### config.mk
export PLATFORM = sky130hd
export DESIGN_NAME = imem_loader
export DESIGN_NICKNAME = d
export VERILOG_FILES = /design/src/rtl/imem_loader_pkg.sv /design/src/rtl/imem_loader_byte_packer.sv /design/src/rtl/imem_loader.sv
export SDC_FILE = /design/constraint.sdc
export NUM_CORES = 1
export LEC_CHECK = 0
export CAP_MARGIN = 20
export CORE_MARGIN = 1.5
export CORE_UTILIZATION = 40
export CTS_CLUSTER_DIAMETER = 60
export DETAILED_ROUTE_END_ITERATION = 8
export PLACE_DENSITY = 0.68
export SYNTH_ARGS = -nofsm -noshare
export SYNTH_HDL_FRONTEND = slang
export SYNTH_SLANG_ARGS = --single-unit
### constraint.sdc
create_clock -name clk -period 2.1 [get_ports clk]
set_input_delay 0.315 -clock clk [delete_from_list [all_inputs] [get_ports clk]]
set_output_delay 0.315 -clock clk [all_outputs]
set_load 0.005 [all_outputs]
### src/rtl/imem_loader_pkg.sv
// imem_loader_pkg: shared state encoding and sizing constants for the instruction-memory loader
package imem_loader_pkg;
  localparam int ADDR_W = 5;
  localparam int DEPTH = 32;
  localparam int BYTES_PER_WORD = 4;
  typedef enum logic [2:0] {IDLE, LOAD, WRITE, CHECK, DONE, ERR} state_t;
endpackage

### src/rtl/imem_loader_byte_packer.sv
// imem_loader_byte_packer: assembles little-endian 32-bit words from a byte stream
module imem_loader_byte_packer
  import imem_loader_pkg::*;
(
  input  logic        clk,
  input  logic        rst,
  input  logic        clr,
  input  logic        en,
  input  logic [7:0]  din,
  output logic [31:0] word,
  output logic        word_full
);
  logic [1:0] cnt;
  // high in the cycle whose accepted byte completes the word
  assign word_full = en && cnt == 2'(BYTES_PER_WORD - 1);
  always_ff @(posedge clk or negedge rst)
    if (!rst) begin
      cnt <= '0;
      word <= '0;
    end else if (clr) begin
      cnt <= '0;
      word <= '0;
    end else if (en) begin
      cnt <= cnt + 2'd1;
      word <= {din, word[31:8]};
    end
endmodule

### src/rtl/imem_loader.sv
// imem_loader: streams an image of len words into instruction memory, then verifies an XOR checksum byte
module imem_loader #(
  parameter int ADDR_W = imem_loader_pkg::ADDR_W,
  parameter int DEPTH = imem_loader_pkg::DEPTH
) (
  input  logic              clk,
  input  logic              rst,
  input  logic              start,
  input  logic [5:0]        len,
  input  logic              byte_valid,
  input  logic [7:0]        byte_data,
  output logic              byte_ready,
  output logic              wr_en,
  output logic [ADDR_W-1:0] wr_addr,
  output logic [31:0]       wr_data,
  output logic              cpu_clr,
  output logic              done,
  output logic              err
);
  import imem_loader_pkg::*;
  state_t state, nxt;
  logic [5:0] len_q;
  logic [7:0] csum;
  logic [ADDR_W-1:0] idx;
  logic go, acc, more, full;
  assign go = start && (state == IDLE || state == DONE || state == ERR);
  assign acc = byte_valid && byte_ready;
  assign more = 6'(idx) < len_q - 6'd1;
  assign wr_addr = idx;
  imem_loader_byte_packer byte_packer (
    .clk(clk), .rst(rst), .clr(go), .en(acc && state == LOAD),
    .din(byte_data), .word(wr_data), .word_full(full)
  );
  always_comb begin
    nxt = state;
    if (go) nxt = (len != 6'd0 && 32'(len) <= DEPTH) ? LOAD : ERR;
    else if (state == LOAD && full) nxt = WRITE;
    else if (state == WRITE) nxt = more ? LOAD : CHECK;
    else if (state == CHECK && acc) nxt = (byte_data == csum) ? DONE : ERR;
  end
  // outputs are registered from the next state so they line up with it
  always_ff @(posedge clk or negedge rst)
    if (!rst) begin
      state <= IDLE;
      len_q <= '0;
      csum <= '0;
      idx <= '0;
      byte_ready <= 1'b0;
      wr_en <= 1'b0;
      done <= 1'b0;
      err <= 1'b0;
      cpu_clr <= 1'b1;
    end else begin
      state <= nxt;
      byte_ready <= nxt == LOAD || nxt == CHECK;
      wr_en <= nxt == WRITE;
      done <= nxt == DONE;
      err <= nxt == ERR;
      cpu_clr <= nxt != DONE;
      if (go) begin
        len_q <= len;
        csum <= '0;
        idx <= '0;
      end else begin
        if (state == LOAD && acc) csum <= csum ^ byte_data;
        if (state == WRITE && more) idx <= idx + 1'b1;
      end
    end
endmodule

Word-level counts from Yosys, hierarchy flattened
Cells that the tools add are included.

Add/subtract/negate cells: 3. Magnitude comparators: 2. Eq/ne operators: 13. Multiplexer cells: 15. Bitwise logic cells: 1. Reduce and logical (&&, ||, !) cells: 15.

Operators by type and width (count): $mux W32 (2); $mux W8 (2); $mux W3 (5); $eq A3 B2 Y1 const B (4); $eq A3 B3 Y1 const B (4); $mux W5 (2); $eq A8 B8 Y1 (1); $logic_and A1 B1 Y1 (8); $xor A8 B8 Y8 (1); $eq A3 B1 Y1 const B (2); $le A6 B6 Y1 const B (1); $lt A5 B6 Y1 (1); $mux W2 (3); $reduce_bool A6 Y1 (1); $sub A6 B1 Y6 const B (1); $add A5 B1 Y5 const B (1); $reduce_bool A2 Y1 (2); $logic_not A3 Y1 (1); $logic_or A1 B1 Y1 (3); $ne A3 B3 Y1 const B (1); $add A2 B1 Y2 const B (1); $eq A2 B2 Y1 const B (1); $mux W1 (1).

Register bits: 61. Input port bits: 18. Output and inout bits: 42. Word-level logic and storage cells: 60.

Depth between registers and ports, before layout
Depth after elaboration: 8. Gate-level depth with buffers: 10. Gate-level depth less buffers: 10.

Modules after synthesis
A second synthesis with hierarchy kept.

Cells, all modules: 249. Area total of the unflattened synthesis: 2911.5 sq um.

Modules (own cells, without submodules): imem_loader (instances 1, cells each 137, area each 1483.9 sq um, sequential area each 676.9 sq um); imem_loader_byte_packer (instances 1, cells each 112, area each 1427.6 sq um, sequential area each 850.8 sq um).

Worst setup path before layout
Ideal clock, no wire load.

Path type: register to register. From: register len_q[3]. To: register cpu_clr. Library setup time: 0.088 ns. Arrival: 2.042 ns. Data required time: 2.012 ns. Path slack: -0.030 ns. Cell stages (with the launch flop): 9. Buffers on the path: 0. Clock period less this slack: 2.130 ns. Cell sequence: dfrtp_1 -> nor4_1 -> nor2_1 -> ha_1 -> a211oi_1 -> o211ai_1 -> nand3_1 -> nor2_1 -> or3_1.

Longest elaborated chain between the ends: 7.

RTL lines: from (decl) (RTL line imem_loader.sv:22) `logic [5:0] len_q;`; from (signal assigned) (RTL line imem_loader.sv:61) `len_q <= len;`; $sub A6 B1 Y6 (RTL line imem_loader.sv:28) `assign more = 6'(idx) < len_q - 6'd1;`; $lt A5 B6 Y1 (RTL line imem_loader.sv:28); $mux W2 (RTL line imem_loader.sv:38) `else if (state == WRITE) nxt = more ? LOAD : CHECK;`; $mux W3 (RTL line imem_loader.sv:38); $mux W3 (RTL line imem_loader.sv:37) `else if (state == LOAD && full) nxt = WRITE;`; $mux W3 (RTL line imem_loader.sv:36) `if (go) nxt = (len != 6'd0 && 32'(len) <= DEPTH) ? LOAD : ERR;`; $ne A3 B3 Y1 (RTL line imem_loader.sv:59) `cpu_clr <= nxt != DONE;`; to (signal assigned) (RTL line imem_loader.sv:52) `cpu_clr <= 1'b1;`; to (signal assigned) (RTL line imem_loader.sv:59); to (decl) (RTL line imem_loader.sv:16) `output logic cpu_clr,`.

No other way between the ends. A chain may end at the register's enable or synchronous reset.

Worst setup path after layout
From: register len_q[0]. To: register idx[4], in the netlist wr_addr[4].

Longest elaborated chain between the ends: 4.

RTL lines: $sub A6 B1 Y6 (RTL line imem_loader.sv:28); $lt A5 B6 Y1 (RTL line imem_loader.sv:28); $logic_and A1 B1 Y1 (RTL line imem_loader.sv:66) `if (state == WRITE && more) idx <= idx + 1'b1;`; $reduce_bool A2 Y1 (no source line); to (signal assigned) (RTL line imem_loader.sv:66); to (decl) (RTL line imem_loader.sv:24) `logic [ADDR_W-1:0] idx;`.

No other way between the ends.

==> flow_summary.yaml <==
worst_setup_path:
  timing.rr.end: "wr_addr[4]"
  required_ns: 2.37
  endpoint_kind: "register"
  critPathSlowestCell: "dfrtp_2"
  ff2ff_setup_slack_ns: -0.04
  worstRegToRegCells: 9
  timing.rr.start: "len_q[0]"
  critPathMaxFanout: 5
  crit_chain: "nor4_4 -> nor2_1 -> ha_1 -> o211ai_1 -> o211ai_1 -> nand3_2 -> buf_4 -> nand4_1 -> mux2i_1"
  crit_path_frequent_cell: "o211ai_1"
  arrival_ns: 2.41
  startpoint_type: "register"
  cp_slowest_stage_delay_ns: 0.45
  crit_type: "register to register"
route:
  vias_per_cell: 5.00
  avgRoutedWirePerCell_um: 14.1
  vias: 2258
  first_iter_violations: 74
  dr_wl_met3_um: 214
  drc: 4
  wl_met2_mm: 3.00
  detail-route-antenna-nets: 0
  wl_met1_mm: 3.03
  drt-total-wl_mm: 6.37
  firstDrtPassIters: 6
  topRoutingLayerUsed: "met4"
synth:
  synth-seq-cells: 61
  postSynthCellCount: 291
  seq_area_frac_synth: 0.560
  synth_area_um2: 2730
  avgSynthCellArea_um2: 9.37
  ys_types: 36
  synth_fp_nets: 316
  synth_warnings: 0
clocking:
  cts_buffers: 9
  clockBufferDepth: 2
  cts_root_buffer: "clkbuf_8"
  cts_max_level: 3
  clock_latency_ns: 0.34
  clock-sinks: 61
  cts_tree: "yes"
  cts.clk_slew.worst_paths_ns: 0.08
sta:
  fin_ws_ns: -0.0400
  maxSlewHeadroom: 0.748
  slew_viol_final: 0
  final_hold_viol_count: 0
  fmax_mhz: 467
  rsz0062_at_grt: "true"
  fin_crit_sh: 1.02
  fin_crit_ns: 2.14
  worst_pin_slew_ns: 0.378
  setup_viol: 6
  skew_ns: 0.0140
worst_hold_path:
  hold_path.class: "primary input to async pin"
floorplan:
  coreArea_um2: 6460
  num_rows: 29
  start_util: 0.422
  die_x_um: 85.6
  io_pins: 60
  die_h_um: 85.6
  die_area_um2: 7320
run_status:
  outcome: "complete, but fails checks"
  violations: "design-rule violations, negative setup slack"
pwr:
  vdd.ir_drop.worst_uv: 591
  p_int_mw: 2.94
  power_frac_seq: 0.403
  swShare: 0.355
  p_switching_mw: 1.62
  power_mw: 4.56
  cellLeakagePower_nw: 1.83
  pwr-share-clk: 0.228
  powerDensity_nw_per_um2: 1210
  p_comb_frac: 0.369
global_routing:
  antenna_found_initial: 0
  grt_pass1_wl_mm: 10.7
  grt_max_degree: 35
  grt_pass1_vias: 2219
  track_usage: 0.188
  gr-total-overflow: 0
layout:
  syn_to_final_growth_pct: 37.8
  layout-drive-gt1-share: 0.131
  utilization: 0.582
  final_nets: 395
  final_design_area_no_fill_um2: 3760
  diodes: 0
  fill_cells: 578
  final_cells: 452
placed_design:
  placedCellCount: 431
  port_buffers: 59
  placed_area_um2: 3490
  place_congestion: 0.785
  place_hpwl_mm: 4.35
run:
  maxCapViolations: 0
timing repair:
action	in CTS	in global routing
resized for setup	3	3
hold endpoints to repair	4	0
buffers inserted	3	1
pin swaps	2	2
hold buffers	1	0
setup endpoints to repair	7	9
cells in the final DEF (no fill, tap or decap), types with 9 or more instances in the layout:
cell and count:
clkbuf_8 9, dfrtp_1 58, o21ai_0 13, nand3_1 22, buf_4 20, clkdlybuf4s50_1 58, nand2_1 88, nor2_1 19
xor2_1 11
stage by stage:
| stage | hold WS (ns) | setup TNS, ns | setup slack (ns) |
|---|---|---|---|
| 2_1_floorplan | 0.0194 | 0 | 0.0381 |
| 3_3_place_gp | 0.138 | -0.114 | -0.0683 |
| 3_5_place_dp | 0.143 | -0.524 | -0.130 |
| 4_1_cts | 0.317 | 0 | 0.0142 |
| 5_1_grt | 0.325 | -1.09 | -0.168 |
| 6_report | 0.324 | -0.121 | -0.0400 |
cell type report:
cell class,count,area [um^2],area share
multi-input cells,211,1160,0.309
inverters,7,26.3,0.00699
repair buffers,80,746,0.198
well taps,77,96.3,0.0256
flip-flops and latches,61,1530,0.407
clock inverters,7,75.1,0.0200
clock buffers,9,124,0.0330
Yosys cell counts:
library cell	n	area, um^2
or4_4	1	11.3
nor4_1	3	18.8
o21a_1	1	7.51
clkbuf_1	9	33.8
nand2b_1	3	18.8
nor2_1	20	75.1
and2_1	1	6.26
or4_1	1	7.51
buf_2	1	5.00
mux2i_1	4	40.0
nor2_4	1	11.3
nor2b_1	2	12.5
o211ai_1	3	22.5
mux2_4	1	15.0
nand4b_1	1	8.76
xor2_1	11	96.3
ha_1	7	87.6
nor3_1	4	20.0
nand4_1	2	12.5
inv_1	7	26.3
nor3b_1	1	7.51
xnor2_1	5	43.8
or2_1	1	6.26
a32oi_1	1	8.76
o31a_1	1	8.76
nand3_1	23	115
buf_1	2	7.51
o21ai_0	14	70.1
a211oi_1	1	7.51
nand2_1	88	330
dfrtp_1	60	1500
dfstp_2	1	26.3
a31oi_1	1	6.26
a21oi_1	7	35.0
or3_1	1	6.26
nor4b_1	1	8.76
power groups by stage:
| stage | registers, mW | logic, mW | clock network, mW |
|---|---|---|---|
| global placement | 1.82 | 1.57 | 0 |
| detailed placement | 1.83 | 1.61 | 0 |
| floorplan | 1.79 | 0.796 | 0 |
| global route | 1.89 | 1.86 | 1.11 |
| finish | 1.84 | 1.68 | 1.04 |
| CTS | 1.82 | 1.66 | 1.05 |
critical path, delay by kind of cell (launching register included):
| kind | cells | cell delay (ns) |
|---|---|---|
| mux | 1 | 0.19 |
| compound gates | 2 | 0.33 |
| simple gates | 4 | 0.62 |
| fa+ha+maj | 1 | 0.32 |
| flops | 1 | 0.45 |
| buf+inv | 1 | 0.16 |
layer usage:
layer	vias up	track usage
met5	-	0
met1	1082	0.247
met4	0	0.0880
met2	42	0.301
met3	8	0.0356
li1	1126	-
how the worst max path moves through the flow:
stage | from | to | slack [ns] | cells after the start
floorplan | len_q[3] | cpu_clr | 0.04 | 8
global placement | len[0] | cpu_clr | -0.07 | 6
detailed placement | len_q[1] | cpu_clr | -0.13 | 8
CTS | len_q[1] | wr_addr[4] | 0.01 | 9
global route | len_q[0] | wr_addr[4] | -0.17 | 9
finish | len_q[0] | wr_addr[4] | -0.04 | 9
registers in the layout (all words and copies together) (netlist names):
signal,count
byte_packer.word,32
byte_packer.cnt,2
wr_addr,5
byte_ready,1
len_q,6
state,3
csum,8
cpu_clr,1
err,1
wr_en,1
done,1
kinds of logic (layout without fill, tap and decap cells):
family / Yosys count / after routing / share of synthesized area
compound gates: 29 / 29 / 0.0610
xor+xnor: 16 / 16 / 0.0514
fa+ha+maj: 7 / 7 / 0.0321
buf+inv: 19 / 103 / 0.0266
flops: 61 / 61 / 0.560
mux: 5 / 5 / 0.0202
simple gates: 154 / 154 / 0.248
(Power assumes the default switching activity.)
==> variant 1, RTL diff (same flow settings) <==
The package constant `ADDR_W` goes from 5 to 7.
--- a/src/rtl/imem_loader_pkg.sv
+++ b/src/rtl/imem_loader_pkg.sv
@@ -1,6 +1,6 @@
 // imem_loader_pkg: shared state encoding and sizing constants for the instruction-memory loader
 package imem_loader_pkg;
-  localparam int ADDR_W = 5;
+  localparam int ADDR_W = 7;
   localparam int DEPTH = 32;
   localparam int BYTES_PER_WORD = 4;
   typedef enum logic [2:0] {IDLE, LOAD, WRITE, CHECK, DONE, ERR} state_t;
Ports: changed (resized wr_addr); port bits go from 60 to 62. No check against the original RTL was run, so the function may have changed too.
==> variant 1 against the original RTL <==
- the flow finishes with violations (setup timing)
- worst hold slack gained 0.18 ns
- non-clock buffer count grew 11
- count of clock-buffer cells in the layout grew 2
- worst setup slack lost 0.18 ns
- global-route usage shrank 0.24 points
- sequential cell count grew 2
- synthesized area grew 4.3%
- routed wire length grew 4.3%
- design area grew 8.2%
- utilization grew 1.3 points
- sequential share of layout area shrank 1.9 points
- power shrank 13%
==> variant 1: results (changes against the original RTL) <==
* Worst Path Arrival at 2.56 ns (was 2.41 ns)
* Count of cell types in the netlist at 35 (was 36)
* Via density at 4.797 (was 4.996)
* Mux contribution to synthesized area at 0.01056 (was 0.02019)
* Met2 WL post-DR at 3054 µm (was 2996 µm)
* Plain + repair buffers at 91 (was 80)
* Port buffer count at 61 (was 59)
* Synth top area cells: dfrtp_1, nand2_1, a21oi_1 (was dfrtp_1, nand2_1, nand3_1)
* Inverters, non-clock at 6 (was 7)
* Setup violations, final at 11 (was 6)
* Adder-Cell Fraction of Synth Area at 0.03520 (was 0.03212)
* Final setup margin at -0.2225 ns (was -0.04003 ns)
* # fillers at 620 (was 578)
* NumNets Final at 423 (was 395)
* DP HPWL at 4457 µm (was 4345 µm)
* Layout cell share with drive strength beyond 1 at 0.1567 (was 0.1307)
* Outcome: finished, violations left (unchanged)
* Register Area at 0.001578 mm² (was 0.001530 mm²)
* Crit-path slowest cell: or3_4 (was dfrtp_2)
* Synth Area in XOR/XNOR at 0.05543 (was 0.05140)
* #MultiIn Comb at 226 (was 211)
* CTS sink cnt at 63 (was 61)
* WHS at 0.5003 ns (was 0.3237 ns)
* Synth Area in Compound Gates at 0.1025 (was 0.06104)
* Clk tree area frac at 0.04308 (was 0.05295)
* RR Startpoint: len_q[1] (was len_q[0])
* Max Fanout on Critical Path at 4 (was 5)
* Pre-Repair DR Iteration Count at 4 (was 6)
* HP Class: reg2reg (was in2async)
* Non-clock buffer share at 0.2178 (was 0.1985)
* Slew HR at 0.6296 (was 0.7479)
* Slowest cell delay on critical path at 0.40 ns (was 0.45 ns)
* GPL Wtd Cong at 0.8096 (was 0.7852)
* Failing checks: setup timing (was DRC, setup timing)
* Peak VDD IR at 0.0004629 V (was 0.0005909 V)
## variant 1: cell count changes in the layout (fill, tap and decap cells not counted), sizes merged, moves of 4 or more
cell,before,now
a21oi,7,26
buf,21,30
nand3,23,8
nor3,4,8
o21ai,14,20
xnor2,5,9
## variant 1: timing repair
item,in CTS,in global routing
setup buffers,4,0
gates resized for setup,17,2
endpoints found under the hold margin,62,0
setup endpoints to repair,11,11
pin swaps,10,1
hold buffers,1,0
## variant 1: report_power, final
part	total (mW)	internal (mW)	switching (mW)	leakage (nW)
combinational	1.43	0.720	0.710	0.892
clock	0.926	0.458	0.468	0.0853
sequential	1.61	1.43	0.181	0.847
## variant 1: worst max-delay path by stage
| stage | start | end | slack (ns) | depth (start not counted) |
|---|---|---|---|---|
| global placement | len_q[1] | wr_addr[5] | -0.21 | 10 |
| CTS | len_q[1] | cpu_clr | -0.22 | 9 |
| global route | len_q[1] | wr_addr[6] | -0.34 | 11 |
| detailed placement | len_q[1] | wr_addr[6] | -0.29 | 10 |
| floorplan | len_q[2] | wr_addr[5] | -0.17 | 9 |
| finish | len_q[1] | wr_addr[6] | -0.22 | 10 |
## variant 1: through the flow
stage / TNS (ns) / utilization / worst slack, ns / std cells / area, µm²
finish: -1.792 / 0.5952 / -0.2225 / 498 / 4066
CTS: -1.682 / 0.5936 / -0.2161 / 498 / 4055
global route: -3.015 / 0.5952 / -0.3400 / 498 / 4066
global placement: -1.402 / 0.5522 / -0.2094 / 477 / 3772
detailed placement: -1.883 / 0.5522 / -0.2917 / 477 / 3772
floorplan: -0.5414 / - / -0.1661 / 307 / 2865
## variant 1: metal layers
metal,global-route usage,up-vias
met4,0.08802,0
met1,0.2546,1127
met5,0,-
met2,0.2783,48
met3,0.03981,10
li1,-,1204
==> variant 2, RTL diff (same flow settings) <==
Without the edit above. Register the output `err` once more, cleared by the reset; this adds one clock of latency there. The other outputs are not delayed to match.
--- a/src/rtl/imem_loader.sv
+++ b/src/rtl/imem_loader.sv
@@ -18,6 +18,8 @@
   output logic              err
 );
   import imem_loader_pkg::*;
+
+  logic err_s0;
   state_t state, nxt;
   logic [5:0] len_q;
   logic [7:0] csum;
@@ -48,14 +50,14 @@
       byte_ready <= 1'b0;
       wr_en <= 1'b0;
       done <= 1'b0;
-      err <= 1'b0;
+      err_s0 <= 1'b0;
       cpu_clr <= 1'b1;
     end else begin
       state <= nxt;
       byte_ready <= nxt == LOAD || nxt == CHECK;
       wr_en <= nxt == WRITE;
       done <= nxt == DONE;
-      err <= nxt == ERR;
+      err_s0 <= nxt == ERR;
       cpu_clr <= nxt != DONE;
       if (go) begin
         len_q <= len;
@@ -66,5 +68,13 @@
         if (state == WRITE && more) idx <= idx + 1'b1;
       end
     end
+  always_ff @(posedge clk or negedge rst) begin
+    if (!rst) begin
+      err <= '0;
+    end else begin
+      err <= err_s0;
+    end
+  end
+
 endmodule
 
Formal check against the unedited RTL: not equivalent (Yosys sat finds a counterexample within 4 cycles, from zero or initial values and one cycle with rst low).
==> variant 2 against the original RTL <==
- power grew 3.0%
- worst setup slack gained 0.073 ns
- global-route usage shrank 0.76 points
- clock skew shrank 0.0037 ns
- synthesized cell count grew 0.34%
- sequential cell count grew 1
- routed wire length shrank 1.7%
- synthesized area grew 0.92%
- design area grew 2.0%
- critical endpoint is now cpu_clr
- largest cell class unchanged
- largest power group unchanged
==> variant 2: results (changes against the original RTL) <==
* Clock transition at path regs at 0.06 ns (was 0.08 ns)
* Grt met3 use at 0.03369 (was 0.03561)
* Largest net degree at the start of global routing at 35 (unchanged)
* HP Class: reg2reg (was in2async)
* Outcome: finished clean (was finished, violations left)
* DP HPWL at 4275 µm (was 4345 µm)
* Tmin final at 2.067 ns (was 2.140 ns)
* Drt first-iter violations at 124 (was 74)
* Pre-CTS setup slack at -0.1226 ns (was -0.1298 ns)
* CP Launch Point: len_q[1] (was len_q[0])
* Pre-Repair DR Iteration Count at 5 (was 6)
* Synth top area cells: dfrtp_1, nand2_1, nand3_1 (unchanged)
* Flop-to-flop setup slack at 0.03 ns (was -0.04 ns)
* Met1 GRT Util at 0.2418 (was 0.2472)
* RR Startpoint: len_q[1] (was len_q[0])
* Worst slew pin tran at 0.6226 ns (was 0.3782 ns)
* Mean Syn Cell Area at 9.423 µm² (was 9.369 µm²)
* Inst Count DP at 434 (was 431)
* Peak VDD IR at 0.0004570 V (was 0.0005909 V)
* NumNets Final at 396 (was 395)
* Drt wl/cell at 13.73 µm (was 14.09 µm)
* Reg2reg end: cpu_clr (was wr_addr[4])
* Via density at 5.035 (was 4.996)
* Max Fanout on Critical Path at 4 (was 5)
* GPL Wtd Cong at 0.7785 (was 0.7852)
* Final Skew at 0.01033 ns (was 0.01402 ns)
* Crit-path slowest cell: dfrtp_1 (was dfrtp_2)
* Layout cell share with drive strength beyond 1 at 0.1277 (was 0.1307)
* Slowest cell delay on critical path at 0.43 ns (was 0.45 ns)
* Met2 usage in global routing at 0.2856 (was 0.3006)
* Worst Path Arrival at 2.32 ns (was 2.41 ns)
* First-pass GRT wire length at 10,430 µm (was 10,680 µm)
* Mapped Nets at 317 (was 316)
* Overall routing resource usage at 0.1799 (was 0.1875)
* Commonest cells in the netlist: nand2_1, dfrtp_1, nand3_1 (unchanged)
* Vias at 2,296 (was 2,258)
* R2R cell count at 8 (was 9)
* Post-Place Cell Area at 0.003540 mm² (was 0.003493 mm²)
* Vias in the first global route at 2,226 (was 2,219)
* Setup crit end: cpu_clr (was wr_addr[4])
* Register area share after synthesis at 0.5643 (was 0.5603)
variant 2: cell count changes in the layout (fill, tap and decap cells not counted), sizes merged:
cell	unedited run	this run
bufinv	1	2
clkbuf	9	10
clkinv	5	3
clkinvlp	0	1
dfrtp	60	61
inv	8	7
variant 2: how the worst min path moves through the flow:
stage | from | cells after the start | end
after global placement | rst | 1 | byte_packer.word[9]
after global routing | err_s0 | 0 | err
after floorplan | rst | 0 | byte_packer.cnt[0]
final | err_s0 | 0 | err
after detailed placement | err_s0 | 0 | err
after CTS | err_s0 | 0 | err
variant 2: final cells by class:
type	instances	area (µm²)
Sequential cell	62	1554
Inverter	7	26.28
Tap cell	80	100.1
Fill cell	587	2885
Multi-Input combinational cell	211	1165
Clock inverter	6	86.33
Clock buffer	10	127.6
Timing Repair Buffer	80	774.5
variant 2: power by group:
part | switching, mW | total, mW | internal [mW]
clock network | 0.461 | 1.13 | 0.666
logic | 0.809 | 1.70 | 0.892
registers | 0.315 | 1.86 | 1.55
variant 2: per-layer routing:
metal	wire length [µm]	up-vias
met3	214	7
met1	3010	1108
met5	0	-
met4	79	0
li1	-	1126
met2	2958	55
variant 2: kinds of logic after synthesis:
family                     share of synthesized area
adders and majority gates                    0.03183
muxes                                        0.02001
xor gates and xnor gates                     0.05093
buffers and inverters                        0.02638
AOI/OAI and AO/OA                            0.06049
DFF                                           0.5643
and+or+nand+nor                               0.2460
variant 2: through the flow:
step                power (mW)  hold slack [ns]
finish                   4.693           0.3482
global route             5.018           0.3647
CTS                      4.682           0.3521
detailed placement       3.472           0.3381
global placement         3.436           0.3444
floorplan                2.616          0.01941
variant 2: timing repair:
action                     4_1_cts  5_1_grt
setup endpoints to repair        7        8
hold buffers                     1        0
buffers inserted                 4        1
hold endpoints to repair        22        0
pin swaps                        1        1
resized for setup                2        5
cloned                           0        0
